**src/rtl/spq_fifo_ctrl_if.sv**
```systemverilog
// Handshake and single-port RAM bundle for spq_fifo_ctrl.
// The slave modport is the controller side; master is the producer/consumer/RAM environment.
interface spq_fifo_ctrl_if #(
  parameter int unsigned AW = 7,
  parameter int unsigned W  = 108
);
  logic          enq_valid;
  logic          enq_ready;
  logic [W-1:0]  enq_bits;
  logic          deq_valid;
  logic          deq_ready;
  logic [W-1:0]  deq_bits;
  logic [AW+1:0] count;
  logic [AW-1:0] RW0_addr;
  logic          RW0_en;
  logic          RW0_wmode;
  logic [W-1:0]  RW0_wmask;
  logic [W-1:0]  RW0_wdata;
  logic [W-1:0]  RW0_rdata;

  modport master (
    output enq_valid, enq_bits, deq_ready, RW0_rdata,
    input  enq_ready, deq_valid, deq_bits, count,
    input  RW0_addr, RW0_en, RW0_wmode, RW0_wmask, RW0_wdata
  );

  modport slave (
    input  enq_valid, enq_bits, deq_ready, RW0_rdata,
    output enq_ready, deq_valid, deq_bits, count,
    output RW0_addr, RW0_en, RW0_wmode, RW0_wmask, RW0_wdata
  );
endinterface

```
**src/rtl/spq_fifo_ctrl.sv**
```systemverilog
// Strict-order FIFO controller over a single-port RAM (1-cycle read) with a 2-entry output buffer.
// Define SPQ_BYPASS_EN to let enqueues skip the RAM when it is empty and nothing is in flight.
module spq_fifo_ctrl #(
  parameter int unsigned DEPTH = 128,
  parameter int unsigned AW    = 7,
  parameter int unsigned W     = 108
) (
  input logic            clock,
  input logic            reset_n,
  spq_fifo_ctrl_if.slave bus
);

  logic [AW-1:0] wr_ptr_q, wr_ptr_d;
  logic [AW-1:0] rd_ptr_q, rd_ptr_d;
  logic [AW:0]   ram_cnt_q, ram_cnt_d;
  logic          rd_pend_q, rd_pend_d;
  logic [1:0]    ob_cnt_q, ob_cnt_d;
  logic [W-1:0]  ob_q [2];
  logic [W-1:0]  ob_d [2];

  logic [1:0]    occ;
  logic          ram_empty, ram_full;
  logic          enq_fire, deq_fire;
  logic          bypass, ram_wr, rd_issue, push;
  logic [W-1:0]  push_data;

  assign occ       = ob_cnt_q + {1'b0, rd_pend_q};
  assign ram_empty = (ram_cnt_q == '0);
  assign ram_full  = (ram_cnt_q == (AW+1)'(DEPTH));

  // Block the producer while the RAM holds data but the buffer is starved, so the read wins.
  assign bus.enq_ready = reset_n && !ram_full && !(!ram_empty && occ == 2'd0);
  assign enq_fire      = bus.enq_valid && bus.enq_ready;

  assign bus.deq_valid = reset_n && (ob_cnt_q != 2'd0);
  assign bus.deq_bits  = ob_q[0];
  assign deq_fire      = bus.deq_valid && bus.deq_ready;

`ifdef SPQ_BYPASS_EN
  logic [1:0] ob_after_pop;
  assign ob_after_pop = ob_cnt_q - {1'b0, deq_fire};
  assign bypass       = enq_fire && ram_empty && !rd_pend_q && (ob_after_pop < 2'd2);
`else
  assign bypass = 1'b0;
`endif

  assign ram_wr   = enq_fire && !bypass;
  // A producer held off by enq_ready must not stall reads, so only an actual write blocks one.
  assign rd_issue = reset_n && !ram_empty && (occ < 2'd2) && !ram_wr;

  assign bus.RW0_en    = ram_wr || rd_issue;
  assign bus.RW0_wmode = ram_wr;
  assign bus.RW0_addr  = ram_wr ? wr_ptr_q : rd_ptr_q;
  assign bus.RW0_wdata = bus.enq_bits;
  assign bus.RW0_wmask = '1;

  assign bus.count = reset_n ? ({1'b0, ram_cnt_q} + (AW+2)'(rd_pend_q) + (AW+2)'(ob_cnt_q))
                             : '0;

  assign push      = rd_pend_q || bypass;
  assign push_data = rd_pend_q ? bus.RW0_rdata : bus.enq_bits;

  always_comb begin
    wr_ptr_d  = wr_ptr_q + AW'(ram_wr);
    rd_ptr_d  = rd_ptr_q + AW'(rd_issue);
    ram_cnt_d = ram_cnt_q + (AW+1)'(ram_wr) - (AW+1)'(rd_issue);
    rd_pend_d = rd_issue;
    ob_d[0]   = ob_q[0];
    ob_d[1]   = ob_q[1];
    ob_cnt_d  = ob_cnt_q;
    if (deq_fire) begin
      ob_d[0]  = ob_q[1];
      ob_cnt_d = ob_cnt_q - 2'd1;
    end
    // Pop first, then append, so a same-cycle capture lands behind the surviving entry.
    if (push) begin
      if (ob_cnt_d == 2'd0) begin
        ob_d[0] = push_data;
      end else begin
        ob_d[1] = push_data;
      end
      ob_cnt_d = ob_cnt_d + 2'd1;
    end
  end

  always_ff @(posedge clock) begin
    if (!reset_n) begin
      wr_ptr_q  <= '0;
      rd_ptr_q  <= '0;
      ram_cnt_q <= '0;
      rd_pend_q <= 1'b0;
      ob_cnt_q  <= '0;
    end else begin
      wr_ptr_q  <= wr_ptr_d;
      rd_ptr_q  <= rd_ptr_d;
      ram_cnt_q <= ram_cnt_d;
      rd_pend_q <= rd_pend_d;
      ob_cnt_q  <= ob_cnt_d;
    end
  end

  always_ff @(posedge clock) begin
    ob_q[0] <= ob_d[0];
    ob_q[1] <= ob_d[1];
  end

endmodule

```
**src/flat_wrapper.sv**
```systemverilog
// flat-port wrapper written by rule: the top's interface ports become plain ports
module spq_fifo_ctrl_flat 
#(
  parameter int unsigned DEPTH = 128,
  parameter int unsigned AW    = 7,
  parameter int unsigned W     = 108
)
  (clock, reset_n, bus_enq_valid, bus_enq_bits, bus_deq_ready, bus_RW0_rdata, bus_enq_ready, bus_deq_valid, bus_deq_bits, bus_count, bus_RW0_addr, bus_RW0_en, bus_RW0_wmode, bus_RW0_wmask, bus_RW0_wdata);
  spq_fifo_ctrl_if #(.AW(AW), .W(W)) bus_i ();
  input logic clock;
  input logic reset_n;
  input wire logic [$bits(bus_i.enq_valid)-1:0] bus_enq_valid;
  input wire logic [$bits(bus_i.enq_bits)-1:0] bus_enq_bits;
  input wire logic [$bits(bus_i.deq_ready)-1:0] bus_deq_ready;
  input wire logic [$bits(bus_i.RW0_rdata)-1:0] bus_RW0_rdata;
  output wire logic [$bits(bus_i.enq_ready)-1:0] bus_enq_ready;
  output wire logic [$bits(bus_i.deq_valid)-1:0] bus_deq_valid;
  output wire logic [$bits(bus_i.deq_bits)-1:0] bus_deq_bits;
  output wire logic [$bits(bus_i.count)-1:0] bus_count;
  output wire logic [$bits(bus_i.RW0_addr)-1:0] bus_RW0_addr;
  output wire logic [$bits(bus_i.RW0_en)-1:0] bus_RW0_en;
  output wire logic [$bits(bus_i.RW0_wmode)-1:0] bus_RW0_wmode;
  output wire logic [$bits(bus_i.RW0_wmask)-1:0] bus_RW0_wmask;
  output wire logic [$bits(bus_i.RW0_wdata)-1:0] bus_RW0_wdata;
  assign bus_i.enq_valid = bus_enq_valid;
  assign bus_i.enq_bits = bus_enq_bits;
  assign bus_i.deq_ready = bus_deq_ready;
  assign bus_i.RW0_rdata = bus_RW0_rdata;
  assign bus_enq_ready = bus_i.enq_ready;
  assign bus_deq_valid = bus_i.deq_valid;
  assign bus_deq_bits = bus_i.deq_bits;
  assign bus_count = bus_i.count;
  assign bus_RW0_addr = bus_i.RW0_addr;
  assign bus_RW0_en = bus_i.RW0_en;
  assign bus_RW0_wmode = bus_i.RW0_wmode;
  assign bus_RW0_wmask = bus_i.RW0_wmask;
  assign bus_RW0_wdata = bus_i.RW0_wdata;
  spq_fifo_ctrl #(.DEPTH(DEPTH), .AW(AW), .W(W)) u_core (.clock(clock), .reset_n(reset_n), .bus(bus_i));
endmodule
```
**config.mk**
```make
export PLATFORM = sky130hd
export DESIGN_NAME = spq_fifo_ctrl_flat
export DESIGN_NICKNAME = d
export VERILOG_FILES = /design/src/rtl/spq_fifo_ctrl_if.sv /design/src/rtl/spq_fifo_ctrl.sv /design/src/flat_wrapper.sv
export SDC_FILE = /design/constraint.sdc
export NUM_CORES = 1
export LEC_CHECK = 0
export ABC_AREA = 1
export ABC_CLOCK_PERIOD_IN_PS = 6150
export CAP_MARGIN = 20
export CELL_PAD_IN_SITES_DETAIL_PLACEMENT = 1
export CELL_PAD_IN_SITES_GLOBAL_PLACEMENT = 2
export CORE_AREA = 2 2 242 244
export DETAILED_ROUTE_END_ITERATION = 6
export DIE_AREA = 0 0 244 246
export PLACE_DENSITY = 0.79
export SLEW_MARGIN = 20
export SYNTH_ARGS = -nofsm -noshare
export SYNTH_HDL_FRONTEND = slang
export SYNTH_SLANG_ARGS = --single-unit
```
**constraint.sdc**
```tcl
create_clock -name clock -period 6.15 [get_ports clock]
set_input_delay 0.615 -clock clock [delete_from_list [all_inputs] [get_ports clock]]
set_output_delay 0.615 -clock clock [all_outputs]
set_load 0.01 [all_outputs]
```
# Yosys cells after proc, flatten, opt, wreduce, memory -nomap -nowiden
# Memory sizes are Yosys's and may differ from the RTL's.
# Index checks and enable logic that the tools add are counted.
dict set report totals {
  word_cells 43
  mem_bits_ro 0
  ramBits 216
  register_bits 25
  output_inout_bits 344
  memories 1
  latch_bits 0
}
# name depth word_bits read_ports rd_clocked_by_memory_dff write_ports line
set memory_table {}
lappend memory_table {u_core.ob_q 2 108 2 0 2 spq_fifo_ctrl.sv:18} ;# logic [W-1:0] ob_q [2];
dict set report op_classes {
  eq_ne 1
  n_mux 8
  bitwise_logic 0
  order_cmp 1
  shift 0
  n_addsub 9
  n_mul 0
  reduce_logical 18
  div_mod_pow 0
}
# cell n
set op_table {}
lappend op_table {{2-to-1 mux 108 bit} 3}
lappend op_table {{2-to-1 mux 216 bit} 1}
lappend op_table {{adder 7 x 1 -> 7 bit} 2}
lappend op_table {{adder 8 x 1 -> 9 bit} 1}
lappend op_table {{adder 9 x 2 -> 9 bit} 1}
lappend op_table {{logical AND 1 bit} 9}
lappend op_table {{2-to-1 mux 9 bit} 1}
lappend op_table {{adder 8 x 1 -> 8 bit} 1}
lappend op_table {{== test 8 bit (second input constant)} 1}
lappend op_table {{zero test 8 bit} 1}
lappend op_table {{subtractor 8 x 1 -> 8 bit} 1}
lappend op_table {{2-to-1 mux 7 bit} 1}
lappend op_table {{zero test 1 bit} 4}
lappend op_table {{zero test 2 bit} 2}
lappend op_table {{2-to-1 mux 2 bit} 2}
lappend op_table {{adder 2 x 1 -> 2 bit} 1}
lappend op_table {{adder 2 x 1 -> 2 bit (second input constant)} 1}
lappend op_table {{< comparator 2 bit (second input constant)} 1}
lappend op_table {{nonzero test 2 bit} 1}
lappend op_table {{subtractor 2 x 1 -> 2 bit (second input constant)} 1}
lappend op_table {{logical OR 1 bit} 1}

# Depth between registers and ports, before layout
# Gate-level depths: netlist (run 1).
dict set report depth {
  word_depth 9
  depth_mapped 18
}

# Worst setup path before layout (run 1)
# No wires, ideal clock.
dict set report synth_path {
  path_kind {input to register}
  startpoint {in bus_deq_ready}
  endpoint {mem u_core.ob_q[1][0] (netlist: u_core.ob_q[0][108]), enable pin}
  required_time_ps 5574
  setup_slack_ps -356
  setup_ps 576
  t_arrival_ps 5930
  stages 7
  path_buffers 2
  cell_sequence {buf_2 > nand3b_1 > buf_2 > nor2_1 > a21oi_1 > ha_1 > nor2_1}
}
# item line
set synth_lines {}
lappend synth_lines {{start, declared} flat_wrapper.sv:14} ;# input wire logic [$bits(bus_i.deq_ready)-1:0] bus_deq_ready;
lappend synth_lines {{end, declared} spq_fifo_ctrl.sv:18}

# Final worst setup path (run 1)
dict set report layout_path {
  startpoint {reg u_core.rd_pend_q (netlist: u_core.push)}
  endpoint {out bus_RW0_addr[3]}
}
dict set report layout_via {
  elab_chain_len 7
}
# item line
set layout_lines {}
lappend layout_lines {{start, declared} spq_fifo_ctrl.sv:16} ;# logic rd_pend_q, rd_pend_d;
lappend layout_lines {{start signal, assigned} spq_fifo_ctrl.sv:97} ;# rd_pend_q <= rd_pend_d;
lappend layout_lines {{adder 2 x 1 -> 2 bit} spq_fifo_ctrl.sv:27} ;# assign occ = ob_cnt_q + {1'b0, rd_pend_q};
lappend layout_lines {{zero test 2 bit} spq_fifo_ctrl.sv:32} ;# assign bus.enq_ready = reset_n && !ram_full && !(!ram_empty && occ == 2'd0);
lappend layout_lines {{logical AND 1 bit} spq_fifo_ctrl.sv:32}
lappend layout_lines {{zero test 1 bit} spq_fifo_ctrl.sv:32}
lappend layout_lines {{logical AND 1 bit} spq_fifo_ctrl.sv:32}
lappend layout_lines {{logical AND 1 bit} spq_fifo_ctrl.sv:33} ;# assign enq_fire = bus.enq_valid && bus.enq_ready;
lappend layout_lines {{2-to-1 mux 7 bit} spq_fifo_ctrl.sv:53} ;# assign bus.RW0_addr = ram_wr ? wr_ptr_q : rd_ptr_q;
lappend layout_lines {{end, declared} flat_wrapper.sv:20} ;# output wire logic [$bits(bus_i.RW0_addr)-1:0] bus_RW0_addr;
# Every way passes these cells.

==> flow_metrics.env, run 1 <==
export IMPL_status="finished clean"
export IMPL_path_clk_slew_ps=60
export IMPL_drv_slew=0
export IMPL_routed_via_count=8170
export IMPL_numPortBuffers=239
export IMPL_htree_levels=1
export IMPL_fill_cells=6705
export IMPL_power_switching_uw=2710
export IMPL_clkPwrFrac=0.241
export IMPL_clock_latency_ps=560
export IMPL_cp_data_required_time_ps=5530
export IMPL_wire_per_inst_um=15.6
export IMPL_worstPathMaxFanout=11
export IMPL_fmax_mhz=273
export IMPL_grt_pass1_vias=8403
export IMPL_cts_made_buffers=30
export IMPL_finalSetupTns_ps=0
export IMPL_hold_start="u_core.ob_q[0][65]"
export IMPL_wl_mm=32.5
export IMPL_fin_nets=1539
export IMPL_cts_root_buf="clkbuf_16"
export IMPL_worst_slew_pin_slew_ps=913
export IMPL_yosysSeqAreaShare=0.496
export IMPL_die_area_sq_um=60000
export IMPL_worstSetupPathType="register to output pin"
export IMPL_cts_tree="yes"
export IMPL_final_layout_size_suffix_gt1_frac=0.0471
export IMPL_fin_util=0.246
export IMPL_start_util=0.207
export IMPL_p_per_area_nw_per_um2=538
export IMPL_intPower_uw=4880
export IMPL_hold_depth=2
export IMPL_p_leak_uw=0.00555
export IMPL_yosys_warnings=0
export IMPL_r2r_slack_ps=2850
export IMPL_viasPerCell=3.93
export IMPL_min_to="u_core.ob_q[0][65]"
export IMPL_cts_setup_buffers=0
export IMPL_p_comb_frac=0.398
export IMPL_crit_family="simple AND/OR/NAND/NOR gates"
export IMPL_synthCells=1289
export IMPL_yosys_area_top_type="edfxtp_1"
export IMPL_core_area_sq_um=57400
export IMPL_cp_cell_sequence="ha_1 -> inv_1 -> nand2_1 -> nand2_1 -> nor2_1 -> nand2_2 -> nand3_1 -> nand2_1 -> nand2_1 -> clkdlybuf4s50_1"
export IMPL_cts_resized_gates=0
export IMPL_grt_setup_unrepaired="no"
export IMPL_fin_crit_ps=3660
export IMPL_yosys_cell_types_count=27
export IMPL_post_route_period_util=0.596
export IMPL_netSwitchingFraction=0.357
export IMPL_syn_avg_cell_area_sq_um=9.23
export IMPL_grt_max_degree=113
export IMPL_worstRegToRegCells=9
export IMPL_ir_worst_vdd_uv=194
export IMPL_end_kind="output pin"
export IMPL_cts_buffer_depth=3
export IMPL_syn_to_final_growth_pct=18.4
export IMPL_synthArstFlopShare=0
export IMPL_worstPathArrival_ps=3050
export IMPL_grt_ovfl_total=0
export IMPL_skew_ps=11.7
export IMPL_r2r_end="u_core.ob_q[0][204]"
export IMPL_syn_area_sq_um=11900
export IMPL_drtIter0Drc=282
export IMPL_pwr_share_seq=0.361
export IMPL_ys_flop_type="dfxtp_1"
export IMPL_multi_input_comb_area_sq_um=3530
export IMPL_path_common_cell="nand2_1"
export IMPL_clock_sinks=241
export IMPL_synthTopCellsByCount="buf_4, nand2_1, nor2_1"
export IMPL_place_congestion=0.734
export IMPL_antenna_found_initial=0
export IMPL_post_place_ws_ps=2140
export IMPL_hold_violations=0
export IMPL_grt_first_pass_wirelength_mm=49.1
export IMPL_synth_seq_cells=241
export IMPL_slowest_delay_ps=570
export IMPL_yosys_area_top_type_share=0.272
export IMPL_rows=88
export IMPL_path_buf_inv=2
export IMPL_cp_depth=10
export IMPL_die_y_um=246
export IMPL_grt_total_usage=0.102
export IMPL_die_width_um=244
export IMPL_ant_nets=0
export IMPL_cts_hold_buffers_added=0
export IMPL_num_io_pins=564
export IMPL_startpoint_type="register"
export IMPL_remaining_drc_errors=0
export IMPL_dp_hpwl_mm=22.2
export IMPL_synth_most_common_cell="buf_4"
export IMPL_r2r_start="u_core.ob_cnt_q[1]"
export IMPL_max_slew_margin=0.391
export IMPL_synth_edf_count=108
export IMPL_setup_viol=0
export IMPL_worstHoldPathType="register to register"
export IMPL_synth_area_leaders="edfxtp_1, dfxtp_1, buf_4, a31oi_1, nand2_1"
export IMPL_dr_pass1_iters=4
export IMPL_setup_ws_ps=2490
export IMPL_max_cap_violations=0
export IMPL_slowest_stage="dfxtp_1"
export IMPL_regArea_sq_um=5910
## per-layer routing
| layer | track usage | routed length, um |
|---|---|---|
| met1 | 0.126 | 13900 |
| met5 | 0 | 0 |
| met2 | 0.172 | 15500 |
| met3 | 0.0334 | 2540 |
| met4 | 0.0247 | 597 |
## how the worst max path moves through the flow
stage | start | end | slack, ps
after floorplan | bus_deq_ready | u_core.ob_q[0][108] | 1450
after global placement | reset_n | u_core.ob_q[0][204] | 2150
after detailed placement | reset_n | u_core.ob_q[0][204] | 2140
after CTS | u_core.push | bus_RW0_addr[3] | 2440
after global routing | u_core.push | bus_RW0_addr[3] | 2270
final | u_core.push | bus_RW0_addr[3] | 2490
## cells by family (layout without fill, tap and decap cells)
kind of cell / after synthesis / count (layout) / synth area share
buf+inv: 430 / 349 / 0.242
xor+xnor: 5 / 5 / 0.00368
simple gates: 449 / 449 / 0.159
other cells: 1 / 109 / 0.000315
compound gates: 136 / 136 / 0.0685
flops: 241 / 241 / 0.496
fa+ha+maj: 27 / 27 / 0.0303
## stage by stage
stage / cells / hold WS (ps) / cell area (sq um) / power, uW
6_report: 2081 / 471 / 14100 / 7580
5_1_grt: 2080 / 494 / 14100 / 8130
4_1_cts: 2080 / 471 / 14100 / 7720
3_5_place_dp: 2025 / 462 / 13100 / 5840
3_3_place_gp: 2025 / 460 / 13100 / 5730
2_1_floorplan: 1396 / 448 / 12300 / 4970
## registers in the layout, indices dropped and copies added, names as in the netlist
name,cells
u_core.ob_cnt_q,2
u_core.ob_q,216
u_core.push,1
u_core.ram_cnt_q,8
u_core.rd_ptr_q,7
u_core.wr_ptr_q,7
## worst register-to-register path: cells and delay by family, from the launching register on
family	cells	cell delay, ps
AOI/OAI and AO/OA	1	70
adders and majority gates	2	550
and+or+nand+nor	3	1060
buffers and inverters	3	890
DFF	1	400
## cell type report
| class | instances | share of cell area |
|---|---|---|
| clock buffers | 45 | 0.0609 |
| well taps | 765 | 0.0680 |
| inverters | 43 | 0.0115 |
| multi-input cells | 725 | 0.251 |
| flip-flops and latches | 241 | 0.419 |
| diodes | 1 | 0.000178 |
| repair buffers | 251 | 0.178 |
| clock inverters | 10 | 0.0115 |
## power groups by stage
stage | Sequential (uW) | Clock, uW | Combinational [uW]
after global routing | 2810 | 1950 | 3370
after detailed placement | 2780 | 0 | 3070
after floorplan | 2680 | 0 | 2300
after global placement | 2760 | 0 | 2960
after CTS | 2750 | 1890 | 3080
final | 2740 | 1830 | 3020
## placed cells by master, fill, tap and decap left out, drive strengths merged
master         netlist  layout
o21ai               12      12
clkinv               1       3
clkinvlp             0       3
dfxtp              133     133
and2                 2       2
buf                360      13
a31oi              108     108
bufinv               0       4
ha                  24      24
nand3              122     122
diode                0       1
fa                   3       3
conb                 1     108
clkdlybuf4s50        0     238
nand4                8       8
nand3b               2       2
a21oi               16      16
nor2               142     142
nand2              169     169
xor2                 3       3
nor3                 4       4
xnor2                2       2
edfxtp             108     108
clkbuf              27      45
inv                 42      43
Note: power is estimated with default switching activity, not from simulation.
==> run 2, diff against run 1 <==
- ABC_CLOCK_PERIOD_IN_PS: 6150 -> 3400
- CORE_AREA: 2 2 242 244 -> 2 2 231 233
- DIE_AREA: 0 0 244 246 -> 0 0 233 235
- PLACE_DENSITY: 0.79 -> 0.83
- clock period: 6.15 -> 3.4 ns (I/O delays scaled with it)
==> flow_metrics.env, run 2 (synthesized netlist as in run 1, its figures left out) <==
export IMPL_setup_viol=0
export IMPL_drv_slew=0
export IMPL_grt_ovfl_total=0
export IMPL_ir_worst_vdd_uv=444
export IMPL_die_area_sq_um=54800
export IMPL_dr_pass1_iters=4
export IMPL_cts_tree="yes"
export IMPL_worstRegToRegCells=10
export IMPL_routed_via_count=8236
export IMPL_hold_start="bus_RW0_rdata[24]"
export IMPL_core_area_sq_um=52200
export IMPL_die_y_um=235
export IMPL_fmax_mhz=319
export IMPL_max_cap_violations=0
export IMPL_worstHoldPathType="input pin to register"
export IMPL_cp_data_required_time_ps=3060
export IMPL_grt_total_usage=0.115
export IMPL_status="finished clean"
export IMPL_wire_per_inst_um=16.3
export IMPL_r2r_slack_ps=690
export IMPL_worstPathMaxFanout=9
export IMPL_hold_depth=1
export IMPL_cts_resized_gates=0
export IMPL_path_clk_slew_ps=60
export IMPL_skew_ps=8.44
export IMPL_antenna_cells=0
export IMPL_max_slew_margin=0.472
export IMPL_dp_hpwl_mm=22.6
export IMPL_cts_setup_buffers=0
export IMPL_ant_nets=0
export IMPL_multi_input_comb_area_sq_um=3540
export IMPL_p_per_area_nw_per_um2=978
export IMPL_remaining_drc_errors=0
export IMPL_layout_common_cells="clkdlybuf4s50_1, nand2_1, nor2_1"
export IMPL_final_common_cell="clkdlybuf4s50_1"
export IMPL_drtIter0Drc=404
export IMPL_final_layout_size_suffix_gt1_frac=0.0510
export IMPL_numPortBuffers=239
export IMPL_post_route_period_util=0.922
export IMPL_clock_sinks=241
export IMPL_p_leak_uw=0.00558
export IMPL_crit_start="u_core.ram_cnt_q[4]"
export IMPL_grt_first_pass_wirelength_mm=50.3
export IMPL_antenna_found_initial=1
export IMPL_grt_max_degree=79
export IMPL_place_congestion=0.723
export IMPL_r2r_start="u_core.ob_cnt_q[1]"
export IMPL_min_to="u_core.ob_q[0][132]"
export IMPL_cts_buffer_depth=3
export IMPL_grt_setup_unrepaired="no"
export IMPL_htree_levels=1
export IMPL_cts_made_buffers=28
export IMPL_power_total_uw=13700
export IMPL_cts_hold_buffers_added=0
export IMPL_rows=84
export IMPL_r2r_end="u_core.ob_q[0][73]"
export IMPL_die_width_um=233
export IMPL_cts_root_buf="clkbuf_16"
export IMPL_top_regs="u_core.ob_q x216, u_core.ram_cnt_q x8"
export IMPL_dp_cells=1952
export IMPL_worstPathArrival_ps=2790
export IMPL_finalSetupTns_ps=0
export IMPL_fill_cells=6043
export IMPL_clock_latency_ps=550
export IMPL_fin_util=0.268
export IMPL_worst_slew_pin_slew_ps=791
export IMPL_layout_cells_non_filler=2003
export IMPL_largest_register_ffs=216
export IMPL_syn_to_final_growth_pct=17.7
export IMPL_regArea_sq_um=5910
export IMPL_fin_crit_ps=3130
export IMPL_fin_nets=1541
export IMPL_top_register="u_core.ob_q"
export IMPL_viasPerCell=4.11
export IMPL_start_util=0.228
export IMPL_hold_violations=0
export IMPL_grt_pass1_vias=8607
export IMPL_end_kind="output pin"
export IMPL_worstSetupPathType="register to output pin"
export IMPL_wl_mm=32.6
export IMPL_startpoint_type="register"
export IMPL_num_io_pins=564
run 2: cell types whose count changed in the layout (fill, tap and decap cells not counted), sizes merged:
cell,delta
clkbuf,-2
diode,-1
clkinv,+2
clkinvlp,-3
inv,-1
buf,+4
run 2: final cells by class:
type | instances | share of cell area
flip-flops and latches | 241 | 0.422
multi-input cells | 725 | 0.252
repair buffers | 255 | 0.183
well taps | 688 | 0.0614
clock buffers | 43 | 0.0605
inverters | 43 | 0.0115
clock inverters | 8 | 0.00991
run 2: through the flow:
step / area (sq um) / worst slack, ps / hold slack, ps
2_1_floorplan: 12300 / 23.7 / 439
3_3_place_gp: 13000 / 660 / 457
3_5_place_dp: 13000 / 563 / 464
4_1_cts: 14000 / 118 / 315
5_1_grt: 14000 / 37.6 / 339
6_report: 14000 / 265 / 371
run 2: how the worst max path moves through the flow:
| stage | endpoint | slack [ps] | cells past startpoint |
|---|---|---|---|
| global placement | u_core.ob_q[0][66] | 660 | 9 |
| floorplan | u_core.ob_q[0][108] | 20 | 8 |
| global route | bus_RW0_addr[4] | 40 | 12 |
| CTS | bus_RW0_addr[6] | 120 | 11 |
| detailed placement | u_core.ob_q[0][4] | 560 | 9 |
| finish | bus_RW0_addr[4] | 270 | 12 |
run 2: critical path: stages (launching register included):
cell and delay, ps:
dfxtp_1 340, inv_1 130, ha_1 180, nand2_1 70
inv_1 50, nand3_1 60, nand2_1 80, clkinv_1 210
nand3_1 190, buf_4 190, nand2_1 70, nand2_1 110
clkdlybuf4s50_1 560
run 2: power by group:
part	internal, uW	switching, uW	total, uW
logic	2470	3070	5530
clock network	2000	1230	3230
registers	4360	583	4950
run 2: layer usage:
layer  GRT usage  up-vias  wire length (um)
met5     0.00893        -                13
met4      0.0332        2               830
li1            -     3888                 -
met2       0.187      309             15000
met1       0.141     3975             13900
met3      0.0414       62              2840
